**config.mk**
```make
export PLATFORM = sky130hd
export DESIGN_NAME = logit_pwl
export DESIGN_NICKNAME = d
export VERILOG_FILES = /design/src/rtl/logit_pwl.sv
export SDC_FILE = /design/constraint.sdc
export NUM_CORES = 1
export LEC_CHECK = 0
export CELL_PAD_IN_SITES_DETAIL_PLACEMENT = 0
export CELL_PAD_IN_SITES_GLOBAL_PLACEMENT = 2
export CORE_MARGIN = 2
export CORE_UTILIZATION = 38
export DETAILED_ROUTE_END_ITERATION = 16
export PLACE_DENSITY_LB_ADDON = 0.1
export SYNTH_ARGS = -nofsm -noshare
export SYNTH_HDL_FRONTEND = slang
export SYNTH_SLANG_ARGS = --single-unit
```
**constraint.sdc**
```tcl
create_clock -name clk -period 5.5 [get_ports clk]
set_input_delay 0.825 -clock clk [delete_from_list [all_inputs] [get_ports clk]]
set_output_delay 0.825 -clock clk [all_outputs]
set_load 0.05 [all_outputs]
```
**src/rtl/logit_pwl.sv**
```systemverilog
// Piecewise-linear logit: x = ln(p/(1-p)) in Q6.9, 3-stage valid/ready pipeline.
// Optional LOGIT_ROUND_EN: round half up on the interpolation shift instead of truncating.
module logit_pwl #(
    parameter logic [15:0] SAT_POS = 16'h1000,
    parameter logic [15:0] SAT_NEG = 16'hF000
) (
    input  logic        clk,
    input  logic        rst,
    input  logic        in_valid,
    output logic        in_ready,
    input  logic [15:0] p_in,
    output logic        out_valid,
    input  logic        out_ready,
    output logic [15:0] x_out
);

    localparam int unsigned DW    = 16;
    localparam int unsigned PRODW = 18;
    localparam logic [DW-1:0] P_ONE  = 16'h0200;
    localparam logic [DW-1:0] P_HALF = 16'h0100;

    typedef enum logic [1:0] {
        TAG_NORM = 2'd0,
        TAG_SATN = 2'd1,
        TAG_SATP = 2'd2,
        TAG_ZERO = 2'd3
    } tag_e;

    // Knot values L_k = logit(2^k/512)
    function automatic logic [DW-1:0] lut_l(input logic [2:0] k);
        logic [DW-1:0] r;
        case (k)
            3'd0:    r = 16'hF387;
            3'd1:    r = 16'hF4EB;
            3'd2:    r = 16'hF650;
            3'd3:    r = 16'hF7B7;
            3'd4:    r = 16'hF922;
            3'd5:    r = 16'hFA95;
            3'd6:    r = 16'hFC1C;
            default: r = 16'hFDCE;
        endcase
        return r;
    endfunction

    // Segment slopes D_k = L_(k+1) - L_k
    function automatic logic [9:0] lut_d(input logic [2:0] k);
        logic [9:0] r;
        case (k)
            3'd0:    r = 10'd356;
            3'd1:    r = 10'd357;
            3'd2:    r = 10'd359;
            3'd3:    r = 10'd363;
            3'd4:    r = 10'd371;
            3'd5:    r = 10'd391;
            3'd6:    r = 10'd434;
            default: r = 10'd562;
        endcase
        return r;
    endfunction

    function automatic logic [2:0] lead_one(input logic [7:0] v);
        logic [2:0] r;
        r = 3'd0;
        for (int i = 0; i < 8; i++) begin
            if (v[i]) r = 3'(i);
        end
        return r;
    endfunction

    logic              v1_q, v2_q, v3_q;
    tag_e              tag1_q, tag2_q;
    logic              neg1_q, neg2_q;
    logic [2:0]        k1_q, k2_q;
    logic [7:0]        off1_q;
    logic [PRODW-1:0]  prod2_q;
    logic [DW-1:0]     x_out_q;

    logic              ld1, ld2, ld3;
    tag_e              tag1_d;
    logic              neg1_d;
    logic [2:0]        k1_d;
    logic [7:0]        off1_d;
    logic [8:0]        q_c;
    logic [PRODW-1:0]  prod2_d;
    logic [DW-1:0]     x3_d;

    // A stage accepts when empty or when its successor is taking its contents
    assign ld3       = ~v3_q | out_ready;
    assign ld2       = ~v2_q | ld3;
    assign ld1       = ~v1_q | ld2;
    assign in_ready  = ld1;
    assign out_valid = v3_q;
    assign x_out     = x_out_q;

    // S1: classify, fold upper half onto lower half, locate segment
    always_comb begin
        tag1_d = TAG_NORM;
        neg1_d = 1'b0;
        k1_d   = 3'd0;
        off1_d = 8'd0;
        q_c    = 9'd0;
        if ($signed(p_in) <= $signed(16'sd0)) begin
            tag1_d = TAG_SATN;
        end else if ($signed(p_in) >= $signed(P_ONE)) begin
            tag1_d = TAG_SATP;
        end else begin
            neg1_d = (p_in > P_HALF);
            q_c    = neg1_d ? 9'(P_ONE - p_in) : p_in[8:0];
            if (q_c[8]) begin
                tag1_d = TAG_ZERO;
            end else begin
                k1_d   = lead_one(q_c[7:0]);
                off1_d = q_c[7:0] - (8'd1 << k1_d);
            end
        end
    end

    // S2: slope times offset within the segment
    assign prod2_d = PRODW'(lut_d(k1_q)) * PRODW'(off1_q);

    // S3: scale back by segment width, add knot, unfold sign, apply tags
    always_comb begin
        logic [PRODW-1:0] biased;
        logic [DW-1:0]    m;
        biased = prod2_q;
`ifdef LOGIT_ROUND_EN
        if (k2_q != 3'd0) biased = prod2_q + (PRODW'(1) << 3'(k2_q - 3'd1));
`endif
        m    = lut_l(k2_q) + DW'(biased >> k2_q);
        x3_d = neg2_q ? DW'(16'd0 - m) : m;
        case (tag2_q)
            TAG_SATN: x3_d = SAT_NEG;
            TAG_SATP: x3_d = SAT_POS;
            TAG_ZERO: x3_d = 16'h0000;
            default:  ;
        endcase
    end

    always_ff @(posedge clk or posedge rst) begin
        if (rst) begin
            v1_q    <= 1'b0;
            v2_q    <= 1'b0;
            v3_q    <= 1'b0;
            tag1_q  <= TAG_NORM;
            tag2_q  <= TAG_NORM;
            neg1_q  <= 1'b0;
            neg2_q  <= 1'b0;
            k1_q    <= 3'd0;
            k2_q    <= 3'd0;
            off1_q  <= 8'd0;
            prod2_q <= '0;
            x_out_q <= '0;
        end else begin
            if (ld1) begin
                v1_q <= in_valid;
                if (in_valid) begin
                    tag1_q <= tag1_d;
                    neg1_q <= neg1_d;
                    k1_q   <= k1_d;
                    off1_q <= off1_d;
                end
            end
            if (ld2) begin
                v2_q <= v1_q;
                if (v1_q) begin
                    tag2_q  <= tag1_q;
                    neg2_q  <= neg1_q;
                    k2_q    <= k1_q;
                    prod2_q <= prod2_d;
                end
            end
            if (ld3) begin
                v3_q <= v2_q;
                if (v2_q) x_out_q <= x3_d;
            end
        end
    end

endmodule
```
[Yosys cells after proc, flatten, opt, wreduce, memory -nomap -nowiden]
Cells that the tools add are included.
Operators by class
  add/subtract/negate cells: 4
  multiply operators: 1
  order comparisons: 3
  eq/ne operators: 15
  shift operators: 2
  multiplexer cells: 26
  bitwise logic cells: 6
  reduce and logical (&&, ||, !) cells: 5
Operators with widths (number)
  $pmux W12 S7: 1
  $pmux W10 S7: 1
  $pmux W16 S3: 1
  $mux W3: 12
  $mux W8: 3
  $eq A3 B3 Y1 const B: 6
  $mul A10 B8 Y18: 1
  $shr A18 B3 Y16: 1
  $add A16 B16 Y16: 1
  $ge A16 B11 Y1 const B: 1
  $gt A16 B9 Y1 const B: 1
  $le A16 B1 Y1 const B: 1
  $mux W16: 1
  $sub A1 B16 Y16 const A: 1
  $eq A3 B2 Y1 const B: 4
  $mux W9: 1
  $sub A1 B9 Y9 const A: 1
  $shl A1 B3 Y8 const A: 1
  $sub A8 B8 Y8: 1
  $eq A3 B1 Y1 const B: 2
  $logic_not A3 Y1: 2
  $mux W2: 3
  $reduce_and A2 Y1: 3
  $eq A2 B2 Y1 const B: 2
  4 further kinds: 10
Word-level totals
  register bits: 57
  bits of input ports: 20
  logic and storage cells: 74

[Longest topological paths before layout]
Gate-level depths: netlist of run 1.
  depth after elaboration: 17
  depth in mapped cells: 22
  gate-level depth less buffers: 21

[Worst setup path before layout of run 1]
OpenSTA, ideal clock, no wires.
  path kind: flip-flop to flip-flop
  from: reg k1_q[2]
  to: reg prod2_q[16]
  library setup time: 0.136 ns
  arrival: 4.664 ns
  required time: 5.364 ns
  slack: 0.700 ns
  cell stages (with the launch flop): 19
  period minus slack after synthesis: 4.800 ns
  path through: dfrtp_1 clkbuf_1 nor3_1 a21oi_1 nand2_1 fa_1 fa_1 inv_1 fa_1 inv_1 fa_1 inv_1 ha_1 a21oi_1 o21ai_0 a211o_1 a31oi_1 xor2_1 o21ai_0
Between the ends
  word-level cells in the longest chain between the ends: 3
  elaborated cells between the ends (all ways): 9
  classes of those cells: 1 x mul; 6 x eq/ne; 1 x mux; 1 x reduce/logical
Ends and longest elaborated chain
  from (decl): RTL line 73  | logic [2:0] k1_q, k2_q;
  from (signal assigned): RTL line 159  | k1_q <= k1_d;
  $eq A3 B3 Y1, or another cell as far along: RTL line 48  | case (k)
  $pmux W10 S7 (*): RTL line 48
  $mul A10 B8 Y18 (*): RTL line 119  | assign prod2_d = PRODW'(lut_d(k1_q)) * PRODW'(off1_q);
  to (signal assigned): RTL line 169  | prod2_q <= prod2_d;
  to (decl): RTL line 75  | logic [PRODW-1:0] prod2_q;
Mark *: on every way between the ends. The rest lies on a longest branch, timed or not.
A chain may end at the register's enable or synchronous reset.

[Worst setup path after layout of run 1]
Ends and elaborated chain as after synthesis.

==> summary.md, run 1 <==
| Metric | Value |
|---|---|
| ANT nets after route | `0` |
| Max cap viols | `0` |
| Antenna cells | `0` |
| RR Endpoint | `prod2_q[16]` |
| Die Ht | `140 um` |
| Hold crit path type | `flop to flop` |
| Total Routing Usage GR | `17.6%` |
| Setup TNS | `0 ns` |
| Die X | `140 um` |
| Synth Instances | `822` |
| CP most frequent cell | `fa_1` |
| Vias per std cell | `5.11` |
| Root Buffer | `clkbuf_16` |
| Syn nets | `952` |
| Sequential fraction of the synthesis area | `20.4%` |
| Count of different cell masters after synthesis | `67` |
| GP Congestion | `0.836` |
| R2R setup slack | `0.40 ns` |
| Worst Path Arrival | `5.30 ns` |
| Final Util | `44.0%` |
| Port Buffers | `37` |
| Synth warn | `0` |
| Reg2reg path depth | `16` |
| Critical path type | `flop to flop` |
| Startpoint types | `flop` |
| Setup bufs post-CTS | `0` |
| # nets final | `977` |
| Fill count | `1819` |
| Peak VDD IR | `0.166 mV` |
| Cell row count | `49` |
| Hold endpoint | `x_out[0]` |
| Placed insts | `1065` |
| Worst Setup End Kind | `flop` |
| Ratio of cells with drive above 1 in the final layout | `7.63%` |
| Max incr delay on CP | `0.55 ns` |
| HPWL after detailed placement | `13.6 mm` |
| Via count | `5521` |
| Final wirelength | `16.7 mm` |
| Area of the multi-input gates | `5070 um^2` |
| DR DRC count | `0` |
| RSZ-0062 raised after global routing | `no` |
| Initial Util | `38.9%` |
| Starting DRT DRC Count | `221` |
| CTS tree | `built` |
| Vias in the first global route | `5493` |
| Clk Latency, worst-skew pair | `0.33 ns` |
| Clk sink count | `57` |
| Total CTS buffers | `9` |
| Hold path cells | `2` |
| HP Start | `x_out[0]` |
| First-pass GRT wire length | `28.0 mm` |
| Asr flop ratio synth | `100%` |
| Synth Area per Inst | `8.49 um^2` |
| Power per Cell Area | `189 nW/um^2` |
| Post-synthesis sequential element count | `57` |
| Worst Path Max Fanout | `11` |
| Outcome | `complete, no violations` |
| Worst Skew | `0.00781 ns` |
| Final setup vio count | `0` |
| Fin crit period | `5.10 ns` |
| Max frequency | `196 MHz` |
| Synth area leader | `dfrtp_1` |
| Critical-path cell list | `buf_4 -> nor2_1 -> and2_1 -> fa_1 -> fa_1 -> fa_1 -> inv_1 -> fa_1 -> inv_1 -> ha_1 -> a21oi_1 -> o21ai_0 -> a211o_1 -> a31oi_1 -> xor2_1 -> o21ai_0` |
| Post-synth top area share | `20.4%` |
| Num ports | `38` |
| Period utilization | `92.8%` |
| H-tree depth | `3` |
| Slowest-stage cell, CP | `fa_1` |
| Synth top area cells | `dfrtp_1 (20%), fa_1 (15%), ha_1 (11%), nand2_1 (5.6%), inv_1 (5.1%)` |
| P_leak | `0.00379 uW` |
| Worst slew pin tran | `0.757 ns` |
| Grt ovf | `0` |
| Mapped Area | `6980 um^2` |
| Clk buf depth | `2` |
| Register area | `1430 um^2` |
| TritonRoute pass-1 iters | `5` |
| WL/cell | `15.4 um` |
| Post-synth EDFFs | `0` |
| Initial antenna violation count | `0` |
| Die area | `19500 um^2` |
| CTS clk-pin slew, worst paths | `0.05 ns` |
| Finished Layout Cells | `1081` |
| Post-synth top flop | `dfrtp_1` |
| Final hold vios | `0` |
| Worst rel slew slack | `49.5%` |
| Core Area | `18000 um^2` |
| R2R Path Start | `k1_q[2]` |
| Final Slew Violations | `0` |
| P&R area growth vs syn | `13.1%` |
| Largest net degree at the start of global routing | `58` |
| CP required | `5.70 ns` |
## cells in the final DEF (no fill, tap or decap), types with 3 or more instances in the layout
cell	n
a211o_1	4
a211oi_1	4
a21o_1	9
a21oi_1	31
a22o_1	6
a311oi_1	5
a31oi_1	4
and2_1	53
and3_1	10
buf_4	12
clkbuf_16	9
clkdlybuf4s50_1	37
dfrtp_1	57
fa_1	51
ha_1	59
inv_1	93
mux2_2	17
mux2i_1	16
mux4_2	3
nand2_1	105
nand2b_1	10
nand3_1	9
nand3b_1	4
nand4_1	4
nor2_1	33
nor2b_1	9
nor3_1	13
o211ai_1	3
o21ai_0	65
o21ai_1	3
o21bai_1	5
o31ai_1	5
or3_1	6
xnor2_1	29
xor2_1	23
## cell usage after synthesis (4+ instances only)
library cell and n:
a21o_1 9, a31oi_1 4, nand2_1 105, and3_1 10, a211oi_1 4, nand2b_1 10
and2_1 53, mux2i_1 17, ha_1 59, nor2_1 33, nand3b_1 4, o31ai_1 5
dfrtp_1 57, o21ai_0 65, clkbuf_1 31, nor3_1 13, a311oi_1 5, inv_1 94
or3_1 6, xnor2_1 29, o21bai_1 5, xor2_1 23, nand4_1 4, nand3_1 9
mux2_2 17, fa_1 51, a211o_1 4, a21oi_1 32, nor2b_1 9, a22o_1 6
## power by group
part / switching, uW / internal (uW) / total (uW) / leakage (uW)
Clock: 200 / 361 / 561 / 0.000142
Combinational: 279 / 163 / 442 / 0.00289
Sequential: 30.1 / 464 / 494 / 0.000758
Total: 509 / 987 / 1500 / 0.00379
## per-layer routing
| layer | vias to the layer above | track usage [%] | wire length (um) |
|---|---|---|---|
| met4 | 0 | 3.74 | 193 |
| met1 | 2652 | 24.4 | 8170 |
| met5 | - | 0 | 0 |
| li1 | 2792 | - | - |
| met2 | 63 | 29.4 | 7960 |
| met3 | 14 | 2.62 | 363 |
## timing repair
action | 4_1_cts | 5_1_grt
endpoints found under the setup margin | 0 | 2
resized for setup | 0 | 2
hold endpoints to repair | 0 | 0
hold buffers | 0 | 0
## kinds of logic after synthesis
| group | after synthesis | synth area share, % |
|---|---|---|
| simple gates | 269 | 19.3 |
| compound gates | 165 | 15.1 |
| buf+inv | 129 | 7.01 |
| fa+ha+maj | 110 | 25.2 |
| flops | 57 | 20.4 |
| xor+xnor | 53 | 6.76 |
| mux | 37 | 6.15 |
| other cells | 2 | 0.108 |
## worst max path at each step
| stage | from | to | cells after the start |
|---|---|---|---|
| 2_1_floorplan | k1_q[2] | prod2_q[16] | 18 |
| 3_3_place_gp | k1_q[1] | prod2_q[17] | 17 |
| 3_5_place_dp | k1_q[0] | prod2_q[16] | 17 |
| 4_1_cts | k1_q[0] | prod2_q[16] | 17 |
| 5_1_grt | k1_q[2] | prod2_q[14] | 16 |
| 6_report | k1_q[2] | prod2_q[16] | 16 |
## worst max-delay path, delay by kind of cell, from the launching register on
kind / cells / cell delay [ns]
AO/OA/AOI/OAI: 5 / 1.02
buffers and inverters: 3 / 0.31
adder cells (fa/ha/maj): 5 / 2.37
XOR/XNOR: 1 / 0.16
flip-flops: 1 / 0.49
AND/OR/NAND/NOR: 2 / 0.60
## sequential cells by signal, summed over array words and instances (netlist names)
register	count
x_out	16
k2_q	3
v2_q	1
tag1_q	2
neg1_q	1
out_valid	1
v1_q	1
prod2_q	18
k1_q	3
tag2_q	2
off1_q	8
neg2_q	1
## cell type report
| type | count | area share, % |
|---|---|---|
| inverters | 94 | 4.47 |
| clock inverters | 5 | 0.697 |
| clock buffers | 11 | 3.07 |
| repair buffers | 49 | 5.83 |
| well taps | 229 | 3.63 |
| multi-input cells | 636 | 64.2 |
| flip-flops and latches | 57 | 18.1 |
## stage by stage
stage	instance area (um^2)	total power [uW]	setup slack, ns	hold WS, ns
2_1_floorplan	6980	809	0.700	0.445
3_3_place_gp	7590	943	0.415	0.460
3_5_place_dp	7590	946	0.347	0.465
4_1_cts	7890	1520	0.335	0.476
5_1_grt	7900	1570	0.00749	0.493
6_report	7900	1500	0.397	0.470
No activity file was read; power rests on OpenSTA's default activity.
==> run 2, diff against run 1 <==
--- a/config.mk
+++ b/config.mk
@@ -8,7 +8,7 @@
 export CELL_PAD_IN_SITES_DETAIL_PLACEMENT = 0
 export CELL_PAD_IN_SITES_GLOBAL_PLACEMENT = 2
 export CORE_MARGIN = 2
-export CORE_UTILIZATION = 38
+export CORE_UTILIZATION = 41
 export DETAILED_ROUTE_END_ITERATION = 16
 export PLACE_DENSITY_LB_ADDON = 0.1
 export SYNTH_ARGS = -nofsm -noshare
==> constraint.sdc (replaced) <==
create_clock -name clk -period 6.16 [get_ports clk]
set_input_delay 0.924 -clock clk [delete_from_list [all_inputs] [get_ports clk]]
set_output_delay 0.924 -clock clk [all_outputs]
set_load 0.05 [all_outputs]
==> run 2 against run 1 <==
  * Register-to-register slack better by 0.31 ns
  * Die area is 7.1% lower
  * Routed wire length grew 0.10%
  * Global-route usage up 2.1 points
  * Sequential share of layout area rose by 0.12 points
  * Clock power is 7.5% lower
  * Fmax down 6.4%
  * Hold slack worse by 0.0070 ns
  * Critical endpoint is now prod2_q[14]
  * Largest cell class unchanged
  * Highest routed layer unchanged
==> summary.md, run 2 (synthesized netlist as in run 1, its figures left out) <==
| Metric | Value |
|---|---|
| Outcome | `complete, no violations` |
| Initial Util | `41.9%` |
| Setup TNS | `0 ns` |
| Largest net degree at the start of global routing | `58` |
| Finished Layout Cells | `1066` |
| Via count | `5624` |
| R2R setup slack | `0.71 ns` |
| Clock power frac | `38.3%` |
| Num ports | `38` |
| Clk buf depth | `2` |
| P&R area growth vs syn | `12.3%` |
| Antenna cells | `0` |
| Vias in the first global route | `5705` |
| Final Slew Violations | `0` |
| Final wirelength | `16.7 mm` |
| Worst Setup End Kind | `flop` |
| CTS clk-pin slew, worst paths | `0.05 ns` |
| Period utilization | `88.5%` |
| CP required | `6.37 ns` |
| WL/cell | `15.7 um` |
| Internal power | `893 uW` |
| Final Cell Area | `7840 um^2` |
| GP Congestion | `0.803` |
| Largest Register | `prod2_q` |
| HPWL after detailed placement | `13.3 mm` |
| R2R Path Start | `k1_q[2]` |
| Worst rel slew slack | `42.7%` |
| Reg2reg path depth | `16` |
| Worst Path Arrival | `5.66 ns` |
| Worst Path Max Fanout | `20` |
| RR Endpoint | `prod2_q[14]` |
| Seq pwr share | `32.5%` |
| Max cap viols | `0` |
| Worst slew pin tran | `0.850 ns` |
| Fin crit period | `5.45 ns` |
| Final Util | `47.1%` |
| Sw Pwr | `461 uW` |
| Vias per std cell | `5.28` |
| Total power | `1350 uW` |
| TritonRoute pass-1 iters | `4` |
| Dpl cell area | `7530 um^2` |
| Max FFs per register | `18` |
| Total Routing Usage GR | `19.7%` |
| Switch share | `34.0%` |
| Total CTS buffers | `9` |
| Peak VDD IR | `0.147 mV` |
| Clk sink count | `57` |
| Most common cell after layout, fill and taps aside | `nand2_1` |
| Die area | `18100 um^2` |
| Grt ovf | `0` |
| ANT nets after route | `0` |
| Hold crit path type | `flop to flop` |
| Cell row count | `47` |
| Initial antenna violation count | `0` |
| CTS tree | `built` |
| Final hold vios | `0` |
| Starting DRT DRC Count | `242` |
| Worst Skew | `0.00976 ns` |
| P_leak | `0.00376 uW` |
| Crit path from | `k1_q[2]` |
| Cts hold-fix bufs | `0` |
| Core Area | `16600 um^2` |
| First-pass GRT wire length | `28.5 mm` |
| RSZ-0062 raised after global routing | `no` |
| Critical path type | `flop to flop` |
| H-tree depth | `3` |
| Ratio of cells with drive above 1 in the final layout | `6.74%` |
| Post-CTS Resized | `0` |
| Fill count | `1636` |
| Root Buffer | `clkbuf_16` |
| Commonest cells after routing, fill and taps aside | `nand2_1 (105), inv_1 (93), o21ai_0 (65)` |
| Crit path to | `prod2_q[14]` |
| Max frequency | `183 MHz` |
| Placed insts | `1050` |
| Final setup vio count | `0` |
| Combinational power share | `29.2%` |
| Port Buffers | `37` |
| # nets final | `971` |
| Die Ht | `134 um` |
| Die X | `134 um` |
| Startpoint types | `flop` |
| Clk Latency, worst-skew pair | `0.35 ns` |
| Setup bufs post-CTS | `0` |
| DR DRC count | `0` |
| Power per Cell Area | `173 nW/um^2` |
run 2: final cells by class:
cell class | instances | area [um^2] | area share (%)
Multi-Input combinational cell | 636 | 5060 | 64.6
Sequential cell | 57 | 1430 | 18.2
Timing Repair Buffer | 43 | 415 | 5.30
Inverter | 94 | 353 | 4.50
Tap cell | 220 | 275 | 3.51
Clock buffer | 12 | 256 | 3.27
Clock inverter | 4 | 51.3 | 0.654
run 2: worst max-delay path, stage by stage, from the launching register on:
cell      delay (ns)
dfrtp_1         0.64
a21boi_0        0.74
nand2_1         0.17
fa_1            0.50
fa_1            0.50
inv_1           0.05
fa_1            0.53
inv_1           0.05
fa_1            0.52
inv_1           0.04
ha_1            0.34
a21oi_1         0.23
o21ai_0         0.23
a211o_1         0.35
a21oi_1         0.17
xor2_1          0.17
o21ai_0         0.10
run 2: power groups by stage:
stage,Combinational [uW],Sequential (uW),Clock (uW)
floorplan,183,539,0
global placement,394,445,0
detailed placement,398,447,0
CTS,399,440,535
global route,433,445,549
finish,395,440,519
run 2: how the worst min path moves through the flow:
stage	startpoint	endpoint	depth (start not counted)
after floorplan	tag1_q[1]	tag1_q[1]	2
after global placement	x_out[0]	x_out[0]	2
after detailed placement	x_out[0]	x_out[0]	2
after CTS	x_out[0]	x_out[0]	2
after global routing	x_out[0]	x_out[0]	2
final	x_out[0]	x_out[0]	2
run 2: stage by stage:
stage               setup WS [ns]  hold slack (ns)
floorplan                    1.36            0.445
global placement            0.823            0.457
detailed placement          0.720            0.456
CTS                         0.715            0.469
global route                0.272            0.481
finish                      0.706            0.463
run 2: routing by layer:
layer	global-route usage [%]	vias up	part of all wire (%)
li1	-	2791	-
met1	26.5	2739	48
met2	32.8	72	48
met3	3.19	22	2.4
met4	5.79	0	1.7
met5	0	-	0
==> run 3, diff against run 2 <==
--- a/config.mk
+++ b/config.mk
@@ -11,6 +11,7 @@
 export CORE_UTILIZATION = 41
 export DETAILED_ROUTE_END_ITERATION = 16
 export PLACE_DENSITY_LB_ADDON = 0.1
+export SLEW_MARGIN = 5
 export SYNTH_ARGS = -nofsm -noshare
 export SYNTH_HDL_FRONTEND = slang
 export SYNTH_SLANG_ARGS = --single-unit
==> results of run 3 <==
Same layout as run 2: the final DEF is identical, and so are final timing and power.
